## src/rtl/isa_seq_pkg.sv

```systemverilog
// Shared state encoding and default bus timing for the ISA I/O cycle sequencer.
package isa_seq_pkg;

  localparam int DEF_SETUP_CYCLES   = 4;
  localparam int DEF_STROBE_CYCLES  = 12;
  localparam int DEF_HOLD_CYCLES    = 4;
  localparam int DEF_TIMEOUT_CYCLES = 1024;

  typedef enum logic [2:0] {
    IDLE, LOAD, SETUP, STROBE, WAIT_RDY, CAPTURE, HOLD, DONE
  } state_e;

  function automatic int max2(input int a, input int b);
    return (a > b) ? a : b;
  endfunction

endpackage

```

## src/rtl/bit_synchronizer.sv

```systemverilog
// Two-flop synchroniser for a single asynchronous level input.
module bit_synchronizer (
  input  logic clk,
  input  logic reset,
  input  logic d_i,
  output logic q_o
);

  logic [1:0] sync_q;

  always_ff @(posedge clk) begin
    if (reset) sync_q <= '0;
    else       sync_q <= {sync_q[0], d_i};
  end

  assign q_o = sync_q[1];

endmodule

```

## src/rtl/isa_cycle_sequencer.sv

```systemverilog
// Sequences one ISA I/O read or write: setup, strobe, iochrdy wait with timeout, hold.
module isa_cycle_sequencer
  import isa_seq_pkg::*;
#(
  parameter int SETUP_CYCLES   = DEF_SETUP_CYCLES,
  parameter int STROBE_CYCLES  = DEF_STROBE_CYCLES,
  parameter int HOLD_CYCLES    = DEF_HOLD_CYCLES,
  parameter int TIMEOUT_CYCLES = DEF_TIMEOUT_CYCLES
) (
  input  logic        clk,
  input  logic        reset,
  input  logic        cmd_valid,
  output logic        cmd_ready,
  input  logic        cmd_write,
  input  logic [15:0] cmd_address,
  input  logic [15:0] cmd_data,
  input  logic        iochrdy,
  output logic [15:0] address_HPS,
  output logic [15:0] data_HPS,
  output logic        address_load,
  output logic        data_load,
  output logic        data_read,
  output logic        data_write,
  output logic        iow,
  output logic        ior,
  output logic        rsp_valid,
  output logic        rsp_timeout,
  output logic        busy
);

  localparam int MAX_CYC = max2(max2(SETUP_CYCLES, STROBE_CYCLES),
                                max2(HOLD_CYCLES, TIMEOUT_CYCLES));
  localparam int CNT_W   = $clog2(MAX_CYC) + 1;

  // Counter is loaded with N-1 on entry so a state lasts N cycles ending at zero.
  localparam logic [CNT_W-1:0] SETUP_LD   = CNT_W'(SETUP_CYCLES - 1);
  localparam logic [CNT_W-1:0] STROBE_LD  = CNT_W'(STROBE_CYCLES - 1);
  localparam logic [CNT_W-1:0] HOLD_LD    = CNT_W'(HOLD_CYCLES - 1);
  localparam logic [CNT_W-1:0] TIMEOUT_LD = CNT_W'(TIMEOUT_CYCLES - 1);

  state_e           state_q, state_d;
  logic [CNT_W-1:0] cnt_q, cnt_d;
  logic             write_q, write_d;
  logic             flag_q, flag_d;
  logic [15:0]      addr_q, addr_d;
  logic [15:0]      data_q, data_d;
  logic             rdy_sync;

  logic iow_q, ior_q, dw_q, al_q, dl_q, dr_q, rv_q, rt_q;
  logic iow_d, ior_d, dw_d, al_d, dl_d, dr_d, rv_d, rt_d;

  bit_synchronizer u_rdy_sync (
    .clk   (clk),
    .reset (reset),
    .d_i   (iochrdy),
    .q_o   (rdy_sync)
  );

  always_comb begin
    state_d = state_q;
    cnt_d   = (cnt_q != '0) ? cnt_q - CNT_W'(1) : '0;
    write_d = write_q;
    flag_d  = flag_q;
    addr_d  = addr_q;
    data_d  = data_q;
    unique case (state_q)
      IDLE: begin
        cnt_d = '0;
        if (cmd_valid) begin
          state_d = LOAD;
          write_d = cmd_write;
          addr_d  = cmd_address;
          data_d  = cmd_data;
          flag_d  = 1'b0;
        end
      end
      LOAD: begin
        state_d = SETUP;
        cnt_d   = SETUP_LD;
      end
      SETUP: if (cnt_q == '0) begin
        state_d = STROBE;
        cnt_d   = STROBE_LD;
      end
      STROBE, WAIT_RDY: begin
        if ((state_q == WAIT_RDY || cnt_q == '0) && rdy_sync) begin
          state_d = write_q ? HOLD : CAPTURE;
          cnt_d   = write_q ? HOLD_LD : '0;
        end else if (cnt_q == '0 && state_q == STROBE) begin
          state_d = WAIT_RDY;
          cnt_d   = TIMEOUT_LD;
        end else if (cnt_q == '0) begin
          // Timed out: abandon the cycle, reads never capture.
          state_d = HOLD;
          cnt_d   = HOLD_LD;
          flag_d  = 1'b1;
        end
      end
      CAPTURE: begin
        state_d = HOLD;
        cnt_d   = HOLD_LD;
      end
      HOLD: if (cnt_q == '0) begin
        state_d = DONE;
        cnt_d   = '0;
      end
      DONE: begin
        state_d = IDLE;
        cnt_d   = '0;
      end
      default: state_d = IDLE;
    endcase
  end

  // Outputs decoded from next state and registered so they track state with no glitches.
  always_comb begin
    iow_d = !((state_d == STROBE || state_d == WAIT_RDY) && write_d);
    ior_d = !((state_d == STROBE || state_d == WAIT_RDY || state_d == CAPTURE) && !write_d);
    dw_d  = !(write_d && (state_d == SETUP || state_d == STROBE || state_d == WAIT_RDY ||
                          state_d == CAPTURE || state_d == HOLD));
    al_d  = (state_d == LOAD);
    dl_d  = (state_d == LOAD) && write_d;
    dr_d  = (state_d == CAPTURE);
    rv_d  = (state_d == DONE);
    rt_d  = (state_d == DONE) && flag_d;
  end

  always_ff @(posedge clk) begin
    if (reset) begin
      state_q <= IDLE;
      cnt_q   <= '0;
      write_q <= 1'b0;
      flag_q  <= 1'b0;
      addr_q  <= '0;
      data_q  <= '0;
      iow_q   <= 1'b1;
      ior_q   <= 1'b1;
      dw_q    <= 1'b1;
      al_q    <= 1'b0;
      dl_q    <= 1'b0;
      dr_q    <= 1'b0;
      rv_q    <= 1'b0;
      rt_q    <= 1'b0;
    end else begin
      state_q <= state_d;
      cnt_q   <= cnt_d;
      write_q <= write_d;
      flag_q  <= (state_d == IDLE) ? 1'b0 : flag_d;
      addr_q  <= addr_d;
      data_q  <= data_d;
      iow_q   <= iow_d;
      ior_q   <= ior_d;
      dw_q    <= dw_d;
      al_q    <= al_d;
      dl_q    <= dl_d;
      dr_q    <= dr_d;
      rv_q    <= rv_d;
      rt_q    <= rt_d;
    end
  end

  assign cmd_ready    = (state_q == IDLE);
  assign busy         = (state_q != IDLE);
  assign address_HPS  = addr_q;
  assign data_HPS     = data_q;
  assign iow          = iow_q;
  assign ior          = ior_q;
  assign data_write   = dw_q;
  assign address_load = al_q;
  assign data_load    = dl_q;
  assign data_read    = dr_q;
  assign rsp_valid    = rv_q;
  assign rsp_timeout  = rt_q;

endmodule

```

## config.mk

```make
export PLATFORM = sky130hd
export DESIGN_NAME = isa_cycle_sequencer
export DESIGN_NICKNAME = d
export VERILOG_FILES = /design/src/rtl/isa_seq_pkg.sv /design/src/rtl/bit_synchronizer.sv /design/src/rtl/isa_cycle_sequencer.sv
export SDC_FILE = /design/constraint.sdc
export NUM_CORES = 1
export LEC_CHECK = 0
export ABC_AREA = 1
export BUFFER_PORTS_ARGS = -buffer_cell sky130_fd_sc_hd__buf_2
export CORE_MARGIN = 2
export CORE_UTILIZATION = 25
export CTS_BUF_LIST = sky130_fd_sc_hd__clkbuf_2
export CTS_CLUSTER_SIZE = 24
export DETAILED_ROUTE_END_ITERATION = 8
export PLACE_DENSITY = 0.53
export SETUP_SLACK_MARGIN = 0.02
export SKIP_CTS_REPAIR_TIMING = 1
export SYNTH_ARGS = -nofsm -noshare
export SYNTH_HDL_FRONTEND = slang
export SYNTH_SLANG_ARGS = --single-unit
```

## constraint.sdc

```tcl
create_clock -name clk -period 2.2 [get_ports clk]
set_input_delay 0.33 -clock clk [delete_from_list [all_inputs] [get_ports clk]]
set_output_delay 0.33 -clock clk [all_outputs]
set_load 0.005 [all_outputs]
```

==> impl_metrics.py <==
metrics = {
    "run_status": {
        "status": "finished clean",
    },
    "clocking": {
        "clk_pin_slew_worst_paths_ns": 0.17,
        "cts_num_sinks": 58,
        "clk_path_buf_depth": 2,
        "htreeDepth": 3,
        "cts_root_buf": "clkbuf_2",
        "cts_tree": "built",
        "clk-insertion-delay-late_ns": 0.48,
        "numCtsBuffers": 9,
    },
    "power_and_ir_drop": {
        "power.total_uw": 4710,
        "vdd.ir_drop.worst_v": 0.000493,
        "total_leakage_power_uw": 0.00153,
        "p_sw_share_pct": 46.0,
        "power_density_nw_per_um2": 1440,
        "p_sw_uw": 2160,
        "seqPwrFrac_pct": 30.9,
        "clkPwrFrac_pct": 16.4,
        "intPower_uw": 2550,
        "combPwrFrac_pct": 52.8,
    },
    "synthesis": {
        "syn-cell-area_um2": 2520,
        "synth.area.top_cells": "dfxtp_1 46%, nand2_1 15%, a21oi_1 8.7%, inv_1 2.8%, nor2_1 2.5%",
        "ys_seq_area_share_pct": 46.0,
        "syn_area_per_cell_um2": 7.84,
        "syn_inst": 322,
        "synthesis.nets": 361,
        "yosysTopAreaCell": "dfxtp_1",
        "synthDominantCellAreaShare_pct": 46.0,
        "ys_ff_latch": 58,
        "yosys_warnings": 0,
        "yosys.cell_types.count": 33,
    },
    "critical_path": {
        "cpMostUsedCell": "nand2_4",
        "cp-start-kind": "flop",
        "critical_path_class": "reg2reg",
        "slowest_stage": "dfxtp_1",
        "critPathCaptureType": "flop",
        "slowest_delay_ns": 0.40,
        "cp_max_fo": 12,
        "cp.required_ns": 2.59,
        "path_cells": "inv_1, ha_1, nand2_1, nor2_2, nand2_2, nand2_4, nand2_4, nand2_2, nand2_4, nand2_1, a21oi_1",
        "crit_arrival_ns": 2.15,
    },
    "sta": {
        "fmax_mhz": 569,
        "setup_violations": 0,
        "fin_tns_setup_ns": 0,
        "relSlewSlack_pct": 61.4,
        "tightestPinTransition_ns": 0.579,
        "finalMaxSlewViolations": 0,
        "hold_violations": 0,
        "period_minus_slack_ns": 1.76,
        "rsz0062_at_grt": "false",
        "skew_ns": 0.0382,
        "period_share_pct": 79.9,
    },
    "place": {
        "port_buffers": 78,
        "place_hpwl_mm": 4.33,
        "place.gp.congestion": 0.799,
    },
    "die": {
        "die_w_um": 104,
        "die_area_um2": 10900,
        "die_h_um": 104,
        "io-pin-count": 79,
        "core_area_um2": 9770,
        "core.rowCount": 36,
        "start_util_pct": 25.8,
    },
    "routing": {
        "wl_met1_mm": 2.85,
        "dr.pass1.iters": 4,
        "wl_per_cell_um": 11.3,
        "via_per_inst": 4.28,
        "drt_iter0_drc": 77,
        "drt-total-wl_mm": 6.19,
        "top_layer": "met4",
        "drtAntennaViolNets": 0,
        "vias": 2348,
        "wl_met3_um": 368,
        "post-route-drc-count": 0,
        "route.met2.wl_mm": 2.95,
    },
    "finish": {
        "drive_gt1_share_pct": 31.3,
        "antenna_cells": 0,
        "seq_area_um2": 1160,
        "final_nets": 451,
        "multi_input_area_um2": 1200,
        "num-fill-cells": 1066,
        "syn_to_final_growth_pct": 29.7,
    },
    "worst_hold_path": {
        "hold_path.class": "in2reg",
    },
    "global_routing": {
        "grt_pass1_vias": 2160,
        "grt_pass1_wl_mm": 9.86,
        "grt_usage_pct": 11.4,
        "globalRouteOverflowTotal": 0,
        "grt_max_degree": 35,
        "antenna_found_initial": 0,
    },
    "flow_run": {
        "cap_violations": 0,
    },
}
[worst max-delay path, delay by kind of cell, from the launching register on]
kind            cells  cell delay, ns
fa+ha+maj           1            0.21
buf+inv             1            0.10
simple gates        8            0.87
compound gates      1            0.12
flops               1            0.40
[flip-flops by register name (all words and copies together), names as in the netlist]
| register | flops |
|---|---|
| data_HPS | 16 |
| address_load | 1 |
| flag_q | 1 |
| write_q | 1 |
| rsp_valid | 1 |
| rsp_timeout | 1 |
| data_load | 1 |
| u_rdy_sync.sync_q | 2 |
| cnt_q | 11 |
| data_read | 1 |
| address_HPS | 16 |
| data_write | 1 |
| state_q | 3 |
| ior | 1 |
| iow | 1 |
[through the flow]
step                      util, %  setup slack [ns]  hold WS, ns  instance area (µm²)  instances
final                        33.5             0.443       0.0918                 3270        549
after global routing         33.5             0.274     -0.00215                 3270        549
after CTS                    32.3             0.420      0.00154                 3150        537
after detailed placement     30.9             0.448        0.395                 3020        522
after global placement       30.9             0.510        0.398                 3020        522
after floorplan                 -             0.620        0.388                 2520        322
[layout make-up]
type / count / area share, %
inverter: 24 / 2.75
clock buffer: 10 / 1.53
tap: 133 / 5.08
clock inverter: 5 / 2.45
multi-input combinational: 227 / 36.7
sequential: 58 / 35.5
timing repair buffer: 92 / 16.1
[cell usage in the layout, fill, tap and decap left out, types with 3 or more instances in the layout]
cell type	n
a21oi_1	44
a31oi_1	3
buf_2	78
clkbuf_2	10
dfxtp_1	58
dlygate4sd3_1	12
inv_1	19
inv_2	5
nand2_1	98
nand2_2	7
nand2_4	4
nand3_1	11
nand3_2	3
nor2_1	17
nor2_2	4
nor2_4	4
nor3_1	4
o21ai_0	3
o21ai_1	3
xor2_1	7
[power by group through the flow]
stage                     logic, µW  clock network [µW]  registers (µW)
after CTS                      2500                 802            1450
final                          2490                 770            1450
after global routing           2830                 860            1480
after detailed placement       2490                   0            1480
after floorplan                1960                   0            1470
after global placement         2470                   0            1470
[metal layers]
layer	GRT usage (%)	vias to the layer above
met5	0	-
met4	3.76	0
met3	5.14	4
met2	18.4	62
met1	13.3	1067
li1	-	1215
[cell usage after synthesis]
library cell / count
nand4_1: 1
o21bai_1: 2
o21a_1: 1
buf_2: 4
nor3_1: 4
nand2_1: 98
nor2_8: 1
nor2_1: 17
a31oi_1: 3
a21oi_2: 1
nand3_2: 3
o211ai_2: 1
xor2_1: 7
o31ai_1: 1
nand4_2: 1
o21ai_0: 3
clkbuf_1: 5
dfxtp_1: 58
o21ai_1: 3
inv_2: 5
nand2_2: 7
buf_4: 3
nand4_4: 1
nor3_2: 2
inv_1: 19
nand2_4: 4
ha_1: 2
buf_6: 1
nand3_4: 1
nor2_4: 4
nor2_2: 4
nand3_1: 11
a21oi_1: 44
[cell families after synthesis]
logic type,after synthesis,share of synthesized area (%)
simple gates,159,31.4
buf+inv,37,6.45
xor+xnor,7,2.43
fa+ha+maj,2,0.991
flops,58,46.0
compound gates,59,12.7
[final timing paths]
path	start	to	slack (ns)	cells after the start
worst max-delay path	cnt_q[0]$_SDFF_PP0_	cnt_q[2]$_SDFF_PP0_	0.44	11
worst min-delay path	cmd_data[6]	data_HPS[6]$_SDFFE_PP0P_	0.09	3
worst max register to register	cnt_q[0]$_SDFF_PP0_	cnt_q[2]$_SDFF_PP0_	0.44	11
worst min register to register	u_rdy_sync.sync_q[0]$_SDFF_PP0_	u_rdy_sync.sync_q[1]$_SDFF_PP0_	0.41	2
No activity file was read; power rests on OpenSTA's default activity.
